`src/rtl/inv_mix_columns_iter.sv`:
```
// inv_mix_columns_iter: iterative AES InvMixColumns stage with valid/ready handshake.
// Ports: clk, rst_n (sync, active low); in_valid/in_ready/state_in/bypass accept a 128-bit
// state (column c at [127-32c -: 32], row 0 in the MSByte); out_valid/out_ready/state_out
// present the result; busy is high while a state is held (RUN or DONE).

// inv_mix_column_helper: InvMixColumns on one 32-bit column, row 0 in the MSByte.
module inv_mix_column_helper (
  input  logic [31:0] col_in,
  output logic [31:0] col_out
);
  function automatic logic [7:0] xt(input logic [7:0] b);
    return {b[6:0], 1'b0} ^ (b[7] ? 8'h1b : 8'h00);
  endfunction
  logic [7:0] a [4];
  logic [7:0] m9 [4], mb [4], md [4], me [4];
  for (genvar r = 0; r < 4; r++) begin : g_row
    logic [7:0] x2, x4, x8;
    assign a[r]  = col_in[31-8*r -: 8];
    assign x2    = xt(a[r]);
    assign x4    = xt(x2);
    assign x8    = xt(x4);
    assign m9[r] = x8 ^ a[r];
    assign mb[r] = x8 ^ x2 ^ a[r];
    assign md[r] = x8 ^ x4 ^ a[r];
    assign me[r] = x8 ^ x4 ^ x2;
  end
  for (genvar r = 0; r < 4; r++) begin : g_out
    assign col_out[31-8*r -: 8] = me[r] ^ mb[(r+1)%4] ^ md[(r+2)%4] ^ m9[(r+3)%4];
  end
endmodule

module inv_mix_columns_iter #(
  parameter int COLS_PER_CYCLE = 1
) (
  input  logic         clk,
  input  logic         rst_n,
  input  logic         in_valid,
  output logic         in_ready,
  input  logic [127:0] state_in,
  input  logic         bypass,
  output logic         out_valid,
  input  logic         out_ready,
  output logic [127:0] state_out,
  output logic         busy
);
  localparam int GROUPS = 4 / COLS_PER_CYCLE;
  localparam int W = 32 * COLS_PER_CYCLE;
  if (COLS_PER_CYCLE != 1 && COLS_PER_CYCLE != 2 && COLS_PER_CYCLE != 4) begin : g_bad_cols
    $error("COLS_PER_CYCLE must be 1, 2 or 4");
  end
  typedef enum logic [1:0] {IDLE, RUN, DONE} state_t;
  state_t       state_q, state_d;
  logic [1:0]   cnt_q, cnt_d;
  logic [127:0] work_q, work_d, res_q, res_d;
  logic [6:0]   base;
  logic [W-1:0] grp_in, grp_out;
  // Group k holds columns k*COLS_PER_CYCLE.., column 0 being the most significant word.
  assign base   = 7'(W * (GROUPS - 1 - int'(cnt_q)));
  assign grp_in = work_q[base +: W];
  for (genvar j = 0; j < COLS_PER_CYCLE; j++) begin : g_helper
    inv_mix_column_helper u_helper (
      .col_in (grp_in[W-1-32*j -: 32]),
      .col_out(grp_out[W-1-32*j -: 32])
    );
  end
  always_comb begin
    state_d = state_q;
    cnt_d   = cnt_q;
    work_d  = work_q;
    res_d   = res_q;
    case (state_q)
      IDLE: if (in_valid) begin
        work_d  = state_in;
        cnt_d   = 2'd0;
        res_d   = bypass ? state_in : res_q;
        state_d = bypass ? DONE : RUN;
      end
      RUN: begin
        res_d[base +: W] = grp_out;
        state_d = (cnt_q == 2'(GROUPS - 1)) ? DONE : RUN;
        cnt_d   = (cnt_q == 2'(GROUPS - 1)) ? cnt_q : cnt_q + 2'd1;
      end
      DONE: state_d = out_ready ? IDLE : DONE;
      default: state_d = IDLE;
    endcase
  end
  always_ff @(posedge clk) begin
    if (!rst_n) begin
      state_q <= IDLE;
      cnt_q   <= 2'd0;
      work_q  <= 128'h0;
      res_q   <= 128'h0;
    end else begin
      state_q <= state_d;
      cnt_q   <= cnt_d;
      work_q  <= work_d;
      res_q   <= res_d;
    end
  end
  assign in_ready  = state_q == IDLE;
  assign out_valid = state_q == DONE;
  assign busy      = state_q != IDLE;
  assign state_out = res_q;
endmodule

```
`config.mk`:
```
export PLATFORM = sky130hd
export DESIGN_NAME = inv_mix_columns_iter
export DESIGN_NICKNAME = d
export VERILOG_FILES = /design/src/rtl/inv_mix_columns_iter.sv
export SDC_FILE = /design/constraint.sdc
export NUM_CORES = 1
export LEC_CHECK = 0
export ABC_AREA = 0
export BUFFER_PORTS_ARGS = -buffer_cell sky130_fd_sc_hd__buf_2
export CORE_ASPECT_RATIO = 2
export CORE_MARGIN = 2
export CORE_UTILIZATION = 40
export DETAILED_ROUTE_END_ITERATION = 6
export PLACE_DENSITY = 0.61
export SKIP_LAST_GASP = 1
export SLEW_MARGIN = 20
export SYNTH_ARGS = -nofsm -noshare
export SYNTH_HDL_FRONTEND = slang
export SYNTH_SLANG_ARGS = --single-unit
```
`constraint.sdc`:
```
create_clock -name clk -period 3 [get_ports clk]
set_input_delay 0.6 -clock clk [delete_from_list [all_inputs] [get_ports clk]]
set_output_delay 0.6 -clock clk [all_outputs]
set_load 0.01 [all_outputs]
```
* Word-level counts from Yosys, hierarchy flattened *
Cells that the tools add are included.

storage, ports and cells
  input bits = 133
  register bits = 260
  output and inout port bits = 131
  word-level logic and storage cells = 94

operators by class
  mux-type cells = 24
  bitwise logic cells = 48
  add/sub/neg operators = 3
  reduce and logical (&&, ||, !) cells = 6
  shift-type cells = 3
  equality and inequality tests = 6

operator list
  kind                        number
  $xor A8 B8 Y8               48
  $mux W128                   2
  $pmux W128 S2               1
  $bwmux W128                 1
  $shift A32 B9 Y128 const A  1
  $shiftx A128 B8 Y32         1
  $shiftx A32 B9 Y128         1
  $mux W5                     12
  $mux W2                     6
  $neg A7 Y9                  1
  $pmux W2 S3                 1
  $reduce_and A3 Y1           2
  $eq A2 B2 Y1 const B        2
  $ne A2 B2 Y1 const B        2
  $pmux W2 S2                 1
  $reduce_bool A2 Y1          2
  $add A2 B1 Y2 const B       1
  $eq A2 B1 Y1 const B        1
  $logic_not A2 Y1            1
  $ne A2 B1 Y1 const B        1
  $reduce_and A2 Y1           1
  $sub A2 B2 Y2 const A       1

* Logic depth before layout (Yosys ltp) *
Gate-level depths: netlist of run 1.

  depth in word-level cells = 16
  mapped depth = 11
  depth with buffers taken out = 7

* By module *
From an unflattened synthesis of run 1, not the netlist that was laid out.

second synthesis, totals
  cells, all modules = 1487
  area, all modules = 13868.3 um2

modules (own cells, without submodules)
  module                 sequential area each (um2)  instances  cells an instance  area each (um2)
  inv_mix_columns_iter   5205.0                      1          1291               11735.0
  inv_mix_column_helper  0.0                         1          196                2133.3

* Worst setup path before layout of run 1 *
No wires, ideal clock.

  path type = reg-to-reg
  start point = register cnt_q[0]
  end point = register res_q[124] (netlist: state_out[124])
  setup time = 0.122 ns
  period minus slack after synthesis = 3.087 ns
  required time = 2.878 ns
  cell stages (with the launch flop) = 9
  path buffers = 1
  path slack = -0.087 ns
  arrival time = 2.965 ns
  cell sequence = dfxtp_1 buf_6 mux4_2 xor2_1 xnor3_1 xnor3_2 xnor2_2 a221oi_1 nor2_1

on the way
  longest elaborated chain between the ends = 14
  elaborated cells on any way between the ends = 67
  classes of those cells = 2 x add/sub; 3 x shift; 14 x mux; 48 x bitwise

RTL lines
  item                                                          line        text
  start: declaration                                            53          logic [1:0] cnt_q, cnt_d;
  start signal: assignment                                      95          cnt_q <= cnt_d;
  $sub A2 B2 Y2 *                                               58          assign base = 7'(W * (GROUPS - 1 - int'(cnt_q)));
  $shiftx A128 B8 Y32                                           59          assign grp_in = work_q[base +: W];
  $xor A8 B8 Y8 / $mux W5 (equally long branches) (2 in a row)  12          return {b[6:0], 1'b0} ^ (b[7] ? 8'h1b : 8'h00);
  $mux W5 / $xor A8 B8 Y8 (equally long branches)               12
  $xor A8 B8 Y8                                                 12
  $xor A8 B8 Y8 (on tied branches)                              24, 25, 23
  $xor A8 B8 Y8 (on tied branches)                              25, 23
  $xor A8 B8 Y8 (3 in a row)                                    28          assign col_out[31-8*r -: 8] = me[r] ^ mb[(r+1)%4] ^ md[(r+2)%4] ^ m9[(r+3)%4];
  $shiftx A32 B9 Y128                                           79          res_d[base +: W] = grp_out;
  $bwmux W128 *                                                 79
  $pmux W128 S2 *                                               71          case (state_q)
  end signal: assignment                                        97          res_q <= res_d;
  end: declaration                                              54          logic [127:0] work_q, work_d, res_q, res_d;

Mark *: on every way between the ends. The rest lies on a longest branch, timed or not.
A chain may end at the register's enable or synchronous reset.

* Worst setup path in the final report of run 1 *
  start point = register cnt_q[0]
  end point = register res_q[91] (netlist: state_out[91])

Same word-level chain as after synthesis.

==> results.ini, run 1 <==
[die]
start_util_pct=40.52
die_area_um2=34930
row_count=94
core_area_um2=32930
io_pins=264
die_w_um=133.2
die_h_um=262.3

[worst_setup_path]
cp_max_fo=8
cp_top_family=XOR/XNOR gates
rr_endpoint=state_out[91]$_SDFFE_PN0P_
end_kind=register
ff2ff_setup_slack_ps=-180
cp.depth=10
worstPathCellList=buf_12, mux4_2, buf_6, xnor2_2, buf_4, xnor3_1, xnor3_2, xnor2_4, a221oi_1, nor2_1
path_class=register to register
path_buf_inv=3
cp.required_ps=3420
arrival_ps=3610
start_kind=register
worstSetupStartpoint=cnt_q[0]$_SDFFE_PN0P_
worstReg2RegStart=cnt_q[0]$_SDFFE_PN0P_
slowest_delay_ps=540
worstRegToRegCells=10
slowest_stage=mux4_2

[sta]
fmax_mhz=314.1
relSlewSlack_pct=29.56
fin_hold_ws_ps=312.3
worst_pin_slew_ps=1057
final.setup_skew_ps=12.80
finalSetupViolCount=79
maxSlewViolCount=0
final.setup.worst_slack_ps=-183.3
rsz0062_at_grt=true
final.min_clock_period_ps=3183
period_share_pct=106.1
hold_viol=0

[route]
drt_iter0_drc=1048
routed_wl_mm=51.07
vias_per_cell=5.534
drc=0
num_vias=12340
antenna_violating_nets_post_route=0
post_drt_wl_per_cell_um=22.90
drt-pass1-iter-count=5

[global_route]
grt_max_degree=118
grt_util_all_layers_pct=28.47
grt_pass1_vias=12630
grt_first_pass_wirelength_mm=76.42
globalRouteOverflowTotal=0
antenna_found_initial=3

[yosys]
yosysMostFrequentCell=nand2_1
synth_largest_area_cell=dfxtp_1
synth_nets=1567
synth_edf_count=0
synth_seq_cells=260
avgSynthCellArea_um2=9.332
synthesis.area_um2=13340
ys.flop_type=dfxtp_1
synth_async_sr_flop_share_pct=0
synth_common_cells=270 x nand2_1, 260 x dfxtp_1, 128 x a21boi_0
synth_cells=1430
synthTopCellsByArea=dfxtp_1 39%, nand2_1 7.6%, a21boi_0 7.2%
ys_warn_count=0
seq_area_frac_synth_pct=39.01
netlist.area_leader.share_pct=39.01
synth_cell_type_count=48

[min_path]
min_from=state_in[11]
hold_depth=3
hold_path_end=state_out[11]$_SDFFE_PN0P_
hold_path_class=primary input to register

[layout]
area_growth_pct=35.89
fin_nets=1918
fin_area_um2=18130
drive_gt1_share_pct=36.16

[power]
swShare_pct=38.00
pwr-share-clk_pct=21.8
power_frac_comb_pct=51.1
switching_power_mw=5.558
vdd_drop_max_mv=0.4650
power_density_nw_per_um2=806.7
p_int_mw=9.070
seqPwrFrac_pct=27.1
power_mw=14.63
leakage_nw=7.678

[clock_tree]
ctsRootBufferMaster=clkbuf_16
cts_tree=built
htreeDepth=1
cts.sinks=260
numCtsBuffers=24
clk_latency_ps=550
hold_buffers=0
clkTransAtPathRegs_ps=70
cts.path.max_buffers=3

[outcome]
outcome=complete, but fails checks
violations=setup timing

[placed_design]
place_area_um2=16180
globalplace.congestion=0.9835
dpl.hpwl_mm=37.54
port_buffers=263
post-place-ws_ps=-242.7

[run]
drv_cap=0

power by group through the flow:
stage	clock (mW)	sequential [mW]	combinational (mW)
2_1_floorplan	0	4.06	3.55
3_3_place_gp	0	4.03	6.02
3_5_place_dp	0	4.03	6.06
4_1_cts	3.23	3.96	6.82
5_1_grt	3.33	3.99	7.85
6_report	3.18	3.96	7.48
area by class of cell:
| class | instances | area [um^2] |
|---|---|---|
| Fill cell | 2970 | 14800 |
| Timing Repair Buffer | 456 | 3151 |
| Multi-Input combinational cell | 1036 | 8424 |
| Clock buffer | 31 | 688.2 |
| Antenna cell | 3 | 7.507 |
| Clock inverter | 9 | 102.6 |
| Inverter | 3 | 11.26 |
| Tap cell | 432 | 540.5 |
| Sequential cell | 260 | 5209 |
registers in the layout, summed over array words and instances, names as in the netlist:
signal / count
state_q: 2
state_out: 128
work_q: 128
cnt_q: 2
placed cells by master (no fill, tap or decap), types with 4 or more instances in the layout:
cell,instances
xnor3_1,16
xnor2_1,75
a21boi_0,128
xor2_1,19
dfxtp_1,259
nor2_1,116
xnor2_4,25
nor3b_1,24
xnor2_2,21
xor2_2,10
a2bb2oi_1,8
clkinv_2,4
mux4_2,32
buf_12,25
a21o_1,4
ha_1,4
o21ai_0,98
buf_6,10
xnor3_2,7
xor2_4,5
buf_2,262
a21oi_1,25
a221oi_1,63
o211a_1,8
nand2_1,269
o211ai_1,8
a221oi_2,41
clkbuf_8,4
clkbuf_16,25
a21oi_4,4
buf_4,157
repair_timing:
item / 4_1_cts / 5_1_grt
pin swaps: 30 / 20
setup buffers: 26 / 13
resized for setup: 63 / 50
gates cloned: 1 / 0
setup endpoints to repair: 101 / 117
through the flow:
stage               TNS, ps  cells  util [%]
floorplan                 0   1430         -
global placement      -8199   2149     49.13
detailed placement   -10990   2149     49.13
CTS                   -5240   2216     53.68
global route         -15050   2230     55.06
finish                -6906   2230     55.06
cell families after synthesis:
kind of cell,Yosys count,synth area share [%]
simple gates,428,13.08
flops,260,39.01
compound gates,388,20.83
fa+ha+maj,4,0.3751
xor+xnor,184,16.91
mux,32,5.429
buf+inv,134,4.369
tightest hold or removal path: stages:
cell	delay (ps)
buf_2	90
a221oi_2	50
nor2_1	70
how the worst max path moves through the flow:
stage | end | slack [ps]
2_1_floorplan | state_out[115]$_SDFFE_PN0P_ | 10
3_3_place_gp | state_out[46]$_SDFFE_PN0P_ | -300
3_5_place_dp | state_out[82]$_SDFFE_PN0P_ | -240
4_1_cts | state_out[115]$_SDFFE_PN0P_ | -170
5_1_grt | state_out[91]$_SDFFE_PN0P_ | -290
6_report | state_out[91]$_SDFFE_PN0P_ | -180
routing by layer:
metal	track usage (%)	vias up	share of wire [%]	wire length, um
met1	33.55	5966	38	19300
met3	3.241	130	6.0	3080
met4	15.09	0	5.6	2835
li1	-	5695	-	-
met5	0	-	0	0
met2	50.32	550	51	25860
Note: power is estimated with default switching activity, not from simulation.
==> run 2: changes to the inputs <==
- PLACE_DENSITY: 0.61 -> unset
==> run 2 against run 1 <==
Compared with the run above:
- count of clock-buffer cells in the layout grew 5
- critical endpoint is now state_out[115]$_SDFFE_PN0P_
- register-to-register slack improved by 30 ps
- via count is 1.0% lower
- final cell count fell by 0.58%
- the flow still finishes with violations (setup timing)
- sequential power about the same
- utilization decreased by 0.60 points
- critical path depth decreased by 1
- setup slack improved by 35 ps
- sequential share of layout area up 0.32 points
==> results.ini, run 2 (synthesized netlist as in run 1, its figures left out) <==
[global_route]
grt_max_degree=110
antenna_found_initial=0
grt_first_pass_wirelength_mm=75.53
globalRouteOverflowTotal=0
grt_pass1_vias=12390
grt_util_all_layers_pct=28.02

[power]
seqPwrFrac_pct=27.3
pwr-share-clk_pct=23.0
power_frac_comb_pct=49.7
power_mw=14.54
p_int_mw=9.035
power_density_nw_per_um2=810.6
swShare_pct=37.86
switching_power_mw=5.505
vdd_drop_max_mv=0.4705
leakage_nw=7.631

[route]
drt-pass1-iter-count=7
post_drt_wl_per_cell_um=22.57
routed_wl_mm=50.04
antenna_violating_nets_post_route=0
drt_iter0_drc=950
num_vias=12210
vias_per_cell=5.509
drc=0

[sta]
fmax_mhz=317.6
finalSetupViolCount=68
hold_viol=0
setup_tns_ps=-5839
final.min_clock_period_ps=3148
relSlewSlack_pct=22.26
period_share_pct=104.9
final.setup_skew_ps=8.892
rsz0062_at_grt=true
final.setup.worst_slack_ps=-148.4
maxSlewViolCount=0
worst_pin_slew_ps=1166

[clock_tree]
htreeDepth=1
ctsRootBufferMaster=clkbuf_16
cts.sinks=260
clkTransAtPathRegs_ps=70
cts.path.max_buffers=3
clk_latency_ps=540
cts_tree=built
numCtsBuffers=24

[worst_setup_path]
worstReg2RegStart=cnt_q[0]$_SDFFE_PN0P_
rr_endpoint=state_out[115]$_SDFFE_PN0P_
cp_max_fo=10
ff2ff_setup_slack_ps=-150
end_kind=register
cp.required_ps=3420
worstSetupStartpoint=cnt_q[0]$_SDFFE_PN0P_
worstRegToRegCells=9
path_class=register to register
start_kind=register
arrival_ps=3570
cp-endpoint=state_out[115]$_SDFFE_PN0P_

[placed_design]
dpl.hpwl_mm=37.20
globalplace.congestion=0.9526
port_buffers=263

[layout]
fin_nets=1904
area_growth_pct=34.41
final_common_cell=nand2_1
antenna_cells=0
final_cell_mix=269 x nand2_1, 262 x buf_2, 259 x dfxtp_1
post-route-util_pct=54.46
drive_gt1_share_pct=35.74
fillCellCount=3026

[run]
drv_cap=0

[die]
core_area_um2=32930
die_area_um2=34930
die_h_um=262.3
io_pins=264
die_w_um=133.2
row_count=94
start_util_pct=40.52

[outcome]
violations=setup timing
outcome=complete, but fails checks

[min_path]
hold_path_class=primary input to register

-- run 2: changes by cell type in the layout (fill, tap and decap cells not counted), sizes merged --
cell | previous run | this run
clkinv | 4 | 5
bufbuf | 1 | 0
bufinv | 2 | 3
buf | 455 | 442
diode | 3 | 0
clkbuf | 31 | 36
clkinvlp | 3 | 0
-- run 2: worst min-delay path by stage --
stage	slack (ps)	depth (start not counted)	start	end
after CTS	310	3	state_in[116]	state_out[116]$_SDFFE_PN0P_
after global routing	320	3	state_in[18]	work_q[18]$_SDFFE_PN0P_
after floorplan	440	2	work_q[86]$_SDFFE_PN0P_	work_q[86]$_SDFFE_PN0P_
final	330	3	state_in[116]	state_out[116]$_SDFFE_PN0P_
after detailed placement	450	2	work_q[11]$_SDFFE_PN0P_	work_q[11]$_SDFFE_PN0P_
after global placement	450	2	work_q[50]$_SDFFE_PN0P_	work_q[50]$_SDFFE_PN0P_
-- run 2: stage by stage --
step | std cells | instance area (um^2) | setup slack, ps | hold slack (ps)
global placement | 2150 | 16150 | -391.2 | 446.6
finish | 2217 | 17940 | -148.4 | 326.8
detailed placement | 2150 | 16150 | -395.9 | 454.1
global route | 2217 | 17940 | -243.2 | 320.9
floorplan | 1430 | 13380 | 9.729 | 438.6
CTS | 2209 | 17630 | -165.4 | 306.4
-- run 2: area by class of cell --
type                       instances  area, um^2  area share [%]
sequential                       260        5209           29.04
inverter                           3       11.26         0.06278
timing repair buffer             442        2920           16.28
clock buffer                      36       726.9           4.053
tap                              432       540.5           3.014
multi-input combinational       1036        8413           46.91
clock inverter                     8       115.1          0.6418
-- run 2: worst max-delay path: stages (launching register included) --
cell	delay [ps]
dfxtp_4	410
buf_12	160
mux4_2	550
xnor3_2	430
buf_4	160
xnor3_1	360
xor3_2	340
xnor2_2	240
a221oi_1	310
nor2_1	60
-- run 2: layer usage --
layer  vias up  part of all wire, %  wire [um]  GRT usage [%]
li1       5674                    -          -              -
met1      5895                   38      18880          33.45
met2       537                   52      26170          50.58
met3       108                  5.9       2940          3.511
met4         0                  4.1       2051          11.18
met5         -                    0          0              0
-- run 2: repair_timing --
action / CTS / global route
pin swaps: 11 / 15
setup endpoints to repair: 111 / 108
buffers inserted: 15 / 8
gates resized for setup: 70 / 33
hold buffers: 0 / 0
-- run 2: power by group through the flow --
stage	registers (mW)	clock network (mW)	logic [mW]
3_5_place_dp	4.03	0	5.99
3_3_place_gp	4.03	0	5.97
6_report	3.96	3.35	7.23
2_1_floorplan	4.06	0	3.55
4_1_cts	3.96	3.39	6.91
5_1_grt	3.99	3.51	7.56
